<file path="src/rtl/irq_pending_ctrl.sv">
// Sticky rising-edge interrupt pending register with mask, presenting the
// highest-index eligible line as a stable valid/id pair retired by a 1-cycle ack.
module irq_pending_ctrl #(
  parameter int N   = 8,
  parameter int IDW = 3
) (
  input  logic           clk,
  input  logic           rst,
  input  logic [N-1:0]   req,
  input  logic [N-1:0]   mask,
  input  logic           irq_ack,
  output logic           irq_valid,
  output logic [IDW-1:0] irq_id,
  output logic [N-1:0]   pending
);

  typedef enum logic [1:0] {
    IDLE,
    PRESENT,
    GAP
  } state_t;

  state_t         state_q, state_d;
  logic [N-1:0]   req_q;
  logic [N-1:0]   pend_q, pend_d;
  logic           valid_q, valid_d;
  logic [IDW-1:0] id_q, id_d;

  logic [N-1:0]   rise;
  logic [N-1:0]   elig;
  logic [IDW-1:0] enc;
  logic           clr_en;

  assign rise = req & ~req_q;
  assign elig = pend_q & ~mask;

  // Scan upward so the last hit, i.e. the highest index, wins.
  always_comb begin
    enc = '0;
    for (int unsigned i = 0; i < N; i++) begin
      if (elig[i]) enc = IDW'(i);
    end
  end

  always_comb begin
    state_d = state_q;
    valid_d = valid_q;
    id_d    = id_q;
    clr_en  = 1'b0;
    unique case (state_q)
      IDLE: begin
        if (|elig) begin
          id_d    = enc;
          valid_d = 1'b1;
          state_d = PRESENT;
        end
      end
      PRESENT: begin
        if (irq_ack) begin
          clr_en  = 1'b1;
          valid_d = 1'b0;
          id_d    = '0;
          state_d = GAP;
        end
      end
      GAP: begin
        state_d = IDLE;
      end
      default: begin
        state_d = IDLE;
        valid_d = 1'b0;
        id_d    = '0;
      end
    endcase
  end

  // Clear is applied before the set so a same-cycle rise keeps the bit pending.
  always_comb begin
    pend_d = pend_q;
    if (clr_en) pend_d[id_q] = 1'b0;
    pend_d = pend_d | rise;
  end

  always_ff @(posedge clk) begin
    req_q <= req;
    if (rst) begin
      state_q <= IDLE;
      pend_q  <= '0;
      valid_q <= 1'b0;
      id_q    <= '0;
    end else begin
      state_q <= state_d;
      pend_q  <= pend_d;
      valid_q <= valid_d;
      id_q    <= id_d;
    end
  end

  assign irq_valid = valid_q;
  assign irq_id    = id_q;
  assign pending   = pend_q;

endmodule

</file>
<file path="config.mk">
export PLATFORM = sky130hd
export DESIGN_NAME = irq_pending_ctrl
export DESIGN_NICKNAME = d
export VERILOG_FILES = /design/src/rtl/irq_pending_ctrl.sv
export SDC_FILE = /design/constraint.sdc
export NUM_CORES = 1
export LEC_CHECK = 0
export ABC_AREA = 1
export CAP_MARGIN = 20
export CORE_AREA = 2 2 48 50
export CTS_CLUSTER_DIAMETER = 60
export CTS_CLUSTER_SIZE = 25
export DETAILED_ROUTE_END_ITERATION = 10
export DIE_AREA = 0 0 50 52
export HOLD_SLACK_MARGIN = 0.05
export PLACE_DENSITY = 0.86
export SLEW_MARGIN = 20
export SYNTH_ARGS = -nofsm -noshare
export SYNTH_HDL_FRONTEND = slang
export SYNTH_SLANG_ARGS = --single-unit
</file>
<file path="constraint.sdc">
create_clock -name clk -period 2.59 [get_ports clk]
set_input_delay 0.259 -clock clk [delete_from_list [all_inputs] [get_ports clk]]
set_output_delay 0.259 -clock clk [all_outputs]
set_load 0.01 [all_outputs]
</file>
==> qor.csv, run 1 <==
stage,metric,value,unit
run_status,status,"complete, no violations",
floorplanning,num_io_pins,31,
pwr,power_frac_comb,21.2,%
clocking,ctsHtreeMaxLevel,1,
synthesis,yosysWarningCount,0,
pwr,p_total,0.739,mW
place,dp.final_hpwl,1460,µm
critical_path,r2r_cells,3,
global_route,gr-total-overflow,0,
critical_path,critPathBufInv,1,
timing,post-route-min-period,1.75,ns
timing,finalSetupViolCount,0,
clocking,cts_hold_buf,0,
global_route,antenna_found_initial,0,
critical_path,path_cells,clkdlybuf4s50_1,
route,wl_per_cell,11.0,µm
synthesis,async_reset_ff_share,0,%
pwr,ir_drop,0.412,mV
pwr,powerDensity,572,mW/mm²
synthesis,synthMostInstantiatedCell,dfxtp_1,
clocking,cts.sinks,22,
global_route,grt_use_total,16.1,%
synthesis,synth_largest_area_cell,dfxtp_1,
clocking,cts_setup_buffers,0,
layout,area_growth,37.6,%
route,drc_errors,0,
clocking,ctsRootBufferMaster,clkbuf_4,
critical_path,critPathMaxStageDelay,0.61,ns
route,drt_pass1_iterations,4,
layout,fin_nets,165,
route,viasPerCell,4.71,
synthesis,postSynthAreaPerCell,8.16,µm²
global_route,grt_pass1_wl,3210,µm
timing,rsz0062_at_grt,false,
critical_path,worstSetupPathDepth,1,
timing,fmax,0.572,GHz
clocking,cts_resized,0,
synthesis,synth_cell_types,19,
timing,timing.setup.tns,0,ns
job,maxCapViolations,0,
critical_path,cp_top_family,buffers and inverters,
clocking,path_clk_slew,0.11,ns
synthesis,syn_area,938,µm²
route,ant_nets,0,
synthesis,synth-main-ff-cell,dfxtp_1,
critical_path,setup.worst_path.start_class,flip-flop,
pwr,pwr-share-seq,54.0,%
clocking,cts_buffers,3,
critical_path,required,2.33,ns
synthesis,synth_edf_count,0,
floorplanning,die_area,0.00260,mm²
critical_path,crit_path_max_fanout,9,
synthesis,yosysTopAreaCellShare,46.9,%
synthesis,synth_common_cells,"dfxtp_1 (22), nand2_1 (21), inv_1 (20)",
floorplanning,core-area,0.00211,mm²
hold_path,hold_depth,1,
synthesis,synth.net_count,134,
pwr,intPower,0.535,mW
synthesis,synth-seq-cells,22,
synthesis,synthCells,115,
timing,final.period_utilization,67.5,%
layout,drive_gt1_share,15.9,%
route,routed_wl,1910,µm
global_route,grt_start_max_net_pins,15,
clocking,clkLatencyLatePin,0.30,ns
place,io_buffers,30,
layout,diodes,0,
floorplanning,initial_core_util,44.6,%
timing,relSlewSlack,63.9,%
timing,maxSlewViolCount,0,
critical_path,worstSetupEndpointType,output port,
synthesis,synth-seq-area-share,46.9,%
global_route,grt_pass1_vias,798,
route,vias,815,
timing,hold_viol,0,
pwr,pwr-share-clk,24.8,%
pwr,p_sw,0.204,mW
clocking,clockBufferDepth,2,
critical_path,crit_type,flip-flop to output port,
hold_path,hold_path_class,input port to flip-flop,
synthesis,synthTopCellsByArea,"dfxtp_1 (47%), nand2_1 (8.4%), inv_1 (8.0%)",
timing,finClkSkew,0.00516,ns
floorplanning,row_count,17,
clocking,cts_tree,built,
critical_path,slowest_stage,clkdlybuf4s50_1,
timing,worst_pin_slew,0.540,ns
pwr,p_leak,0.545,nW
floorplanning,fp.dieW,50,µm
pwr,swShare,27.6,%
place,gp_congestion,0.740,
route,drt-initial-drc-count,7,
floorplanning,die_h,52,µm
critical_path,crit_arrival,1.49,ns
==> cells by family after synthesis <==
logic type,Yosys count,share of synthesized area [%]
flops,22,46.9
simple gates,42,23.6
buf+inv,25,10.4
compound gates,26,19.1
==> power by group through the flow <==
stage / sequential [mW] / clock, mW / combinational [mW]
6_report: 0.399 / 0.183 / 0.157
5_1_grt: 0.403 / 0.203 / 0.174
4_1_cts: 0.399 / 0.190 / 0.159
3_5_place_dp: 0.406 / 0 / 0.157
3_3_place_gp: 0.405 / 0 / 0.154
2_1_floorplan: 0.397 / 0 / 0.0891
==> state kept, by name, indices dropped and copies added (netlist names) <==
| name | flops |
|---|---|
| irq_id | 3 |
| irq_valid | 1 |
| req_q | 8 |
| pending | 8 |
| state_q | 2 |
==> metal layers <==
metal  vias to the layer above  routed length, µm  track usage, %
met4                         0                 33            6.94
li1                        424                  -               -
met5                         -                  0               0
met3                         4                 81            1.72
met1                       366                817            17.8
met2                        21                973            30.9
==> cell type report <==
| type | count | area [µm²] |
|---|---|---|
| Fill cell | 193 | 815 |
| Sequential cell | 22 | 440 |
| Multi-Input combinational cell | 68 | 400 |
| Timing Repair Buffer | 30 | 300 |
| Inverter | 21 | 78.8 |
| Clock buffer | 4 | 36.3 |
| Tap cell | 28 | 35.0 |
==> cells in the final DEF (no fill, tap or decap), drive strengths merged <==
cell type and instances:
dfxtp 22, nand3b 1, clkdlybuf4s50 30, inv 21
o21ai 8, nor2 5, nand2 28, clkbuf 4
o41ai 4, nand3 8, a21oi 14
==> worst paths after layout <==
check / start / to / slack, ns
max reg2reg: irq_id[0] / pending[1] / 1.37
min reg2reg: irq_valid / irq_valid / 0.48
max: irq_id[0] / irq_id[0] / 0.84
min: req[5] / req_q[5] / 0.41
==> metrics by stage <==
stage | util (%) | cell area, µm² | setup WS, ns | instances | hold WS [ns]
final | 61.3 | 1290 | 0.841 | 173 | 0.414
after detailed placement | 59.6 | 1250 | 1.12 | 169 | 0.474
after global routing | 61.3 | 1290 | 0.780 | 173 | 0.404
after floorplan | - | 938 | 1.50 | 115 | 0.287
after global placement | 59.6 | 1250 | 1.15 | 169 | 0.466
after CTS | 61.3 | 1290 | 0.824 | 173 | 0.409
No activity file was read; power rests on OpenSTA's default activity.
==> run 2: changes to the inputs <==
- CORE_AREA: 2 2 48 50 -> 2 2 50 52
- DIE_AREA: 0 0 50 52 -> 0 0 52 54
- PLACE_DENSITY: 0.86 -> 0.81
- clock period: 2.59 -> 1.7 ns (I/O delays scaled with it)
==> qor.csv, run 2 (same netlist as run 1, synthesis figures left out) <==
stage,metric,value,unit,change
run_status,status,"complete, no violations",,
pwr,p_leak,0.539,nW,-1.2%
timing,rsz0062_at_grt,false,,
floorplanning,initial_core_util,40.5,%,-4.1 points
floorplanning,die_area,0.00281,mm²,+8.0%
layout,fill_cells,222,,+15%
global_route,grt_pass1_vias,776,,-2.8%
critical_path,required,1.53,ns,-0.80 ns
clocking,clockBufferDepth,2,,unchanged
timing,finClkSkew,0.00714,ns,+0.00198 ns
timing,timing.setup.tns,0,ns,unchanged
route,drt-initial-drc-count,4,,-3
place,dp.final_hpwl,1520,µm,+4.5%
timing,final.period_utilization,96.4,%,
layout,stdcell_count,174,,+0.58%
clocking,cts_tree,built,,
route,drt_pass1_iterations,4,,unchanged
clocking,path_clk_slew,0.11,ns,about the same
layout,final_cell_mix,"clkdlybuf4s50_1 (30), nand2_1 (21), inv_1 (20), dfxtp_1 (20), a21oi_1 (13)",,
clocking,ctsHtreeMaxLevel,1,,unchanged
layout,area_growth,36.7,%,
timing,fmax,0.610,GHz,
floorplanning,core-area,0.00232,mm²,+10%
pwr,powerDensity,837,mW/mm²,+46%
place,dp_slack,0.320,ns,-0.797 ns
global_route,grt_pass1_wl,3160,µm,-1.5%
clocking,cts.sinks,22,,unchanged
layout,diodes,0,,unchanged
clocking,clkLatencyLatePin,0.30,ns,about the same
place,dp.cells,171,,+1.2%
floorplanning,num_io_pins,31,,unchanged
route,vias,847,,+3.9%
critical_path,cp_top_family,buffers and inverters,,
clocking,cts_buffers,3,,unchanged
critical_path,setup.worst_path.start_class,flip-flop,,
timing,maxSlewViolCount,0,,unchanged
floorplanning,fp.dieW,52,µm,+4.0%
layout,fin_area,0.00128,mm²,-0.68%
route,drc_errors,0,,unchanged
pwr,ir_drop,0.418,mV,+1.5%
route,wl_per_cell,11.1,µm,+0.57%
critical_path,worstSetupEndpointType,output port,,
timing,finalSetupViolCount,0,,unchanged
layout,final_common_cell,clkdlybuf4s50_1,,
floorplanning,row_count,18,,+1
route,routed_wl,1930,µm,+1.2%
timing,post-route-min-period,1.64,ns,
critical_path,critPathMaxStageDelay,0.61,ns,about the same
job,maxCapViolations,0,,unchanged
global_route,gr-total-overflow,0,,unchanged
place,gp_congestion,0.810,,+9.4%
timing,hold_viol,0,,unchanged
critical_path,crit_type,flip-flop to output port,,
timing,worst_pin_slew,0.529,ns,-0.0114 ns
critical_path,critPathBufInv,1,,unchanged
global_route,grt_start_max_net_pins,15,,unchanged
place,io_buffers,30,,unchanged
hold_path,hold_path_class,input port to flip-flop,,
critical_path,slowest_stage,clkdlybuf4s50_1,,
timing,layout_setup_ws,0.0615,ns,-0.779 ns
route,viasPerCell,4.87,,+3.3%
timing,relSlewSlack,64.6,%,+0.76 points
layout,fin_nets,165,,unchanged
critical_path,crit_path_max_fanout,9,,unchanged
floorplanning,die_h,54,µm,+3.8%
route,ant_nets,0,,unchanged
layout,fin_util,55.3,%,-6.0 points
clocking,ctsRootBufferMaster,clkbuf_4,,
layout,drive_gt1_share,16.7,%,+0.80 points
critical_path,crit_arrival,1.47,ns,-0.02 ns
global_route,grt_use_total,15.4,%,-0.73 points
global_route,antenna_found_initial,0,,unchanged
place,dpl_cell_area,0.00126,mm²,+0.20%
critical_path,path_cells,clkdlybuf4s50_1,,
==> run 2: cell count changes in the layout (fill, tap and decap cells not counted) <==
| cell | change |
|---|---|
| clkbuf_8 | -1 |
| dfxtp_1 | -2 |
| dfxtp_2 | +2 |
==> run 2: layer usage <==
metal  global-route usage (%)  vias to the layer above  routed length [µm]
li1                         -                      425                   -
met1                     16.4                      398                 784
met2                     28.5                       20                1030
met3                     1.67                        4                  72
met4                     10.5                        0                  41
met5                        0                        -                   0
==> run 2: final timing paths <==
path | start | depth (start not counted) | endpoint | slack (ns)
setup reg to reg | irq_id[1] | 3 | pending[2] | 0.50
hold / removal | req[6] | 1 | req_q[6] | 0.33
setup / recovery | irq_id[1] | 1 | irq_id[1] | 0.06
hold reg to reg | req_q[6] | 3 | pending[6] | 0.48
==> run 2: timing repair <==
action / in CTS / in global routing
hold endpoints to repair: 0 / 0
hold buffers: 0 / 0
gates resized for setup: 0 / 2
buffers inserted: 0 / 0
setup endpoints to repair: 0 / 2
==> run 2: through the flow <==
step           power [mW]  hold slack, ns
5_1_grt              1.14           0.315
4_1_cts              1.08           0.325
3_5_place_dp        0.861           0.470
2_1_floorplan       0.741           0.198
6_report             1.07           0.329
3_3_place_gp        0.852           0.462
==> run 2: final cells by class <==
cell class	count	area (µm²)	area share [%]
Inverter	21	78.8	6.15
Tap cell	30	37.5	2.93
Sequential cell	22	443	34.5
Clock buffer	3	22.5	1.76
Timing Repair Buffer	30	300	23.4
Multi-Input combinational cell	68	400	31.2
==> run 2: power breakdown <==
| part | total [mW] | internal [mW] | switching, mW | leakage, nW |
|---|---|---|---|---|
| logic | 0.239 | 0.128 | 0.110 | 0.341 |
| clock network | 0.225 | 0.0826 | 0.143 | 0.0138 |
| registers | 0.610 | 0.558 | 0.0521 | 0.184 |
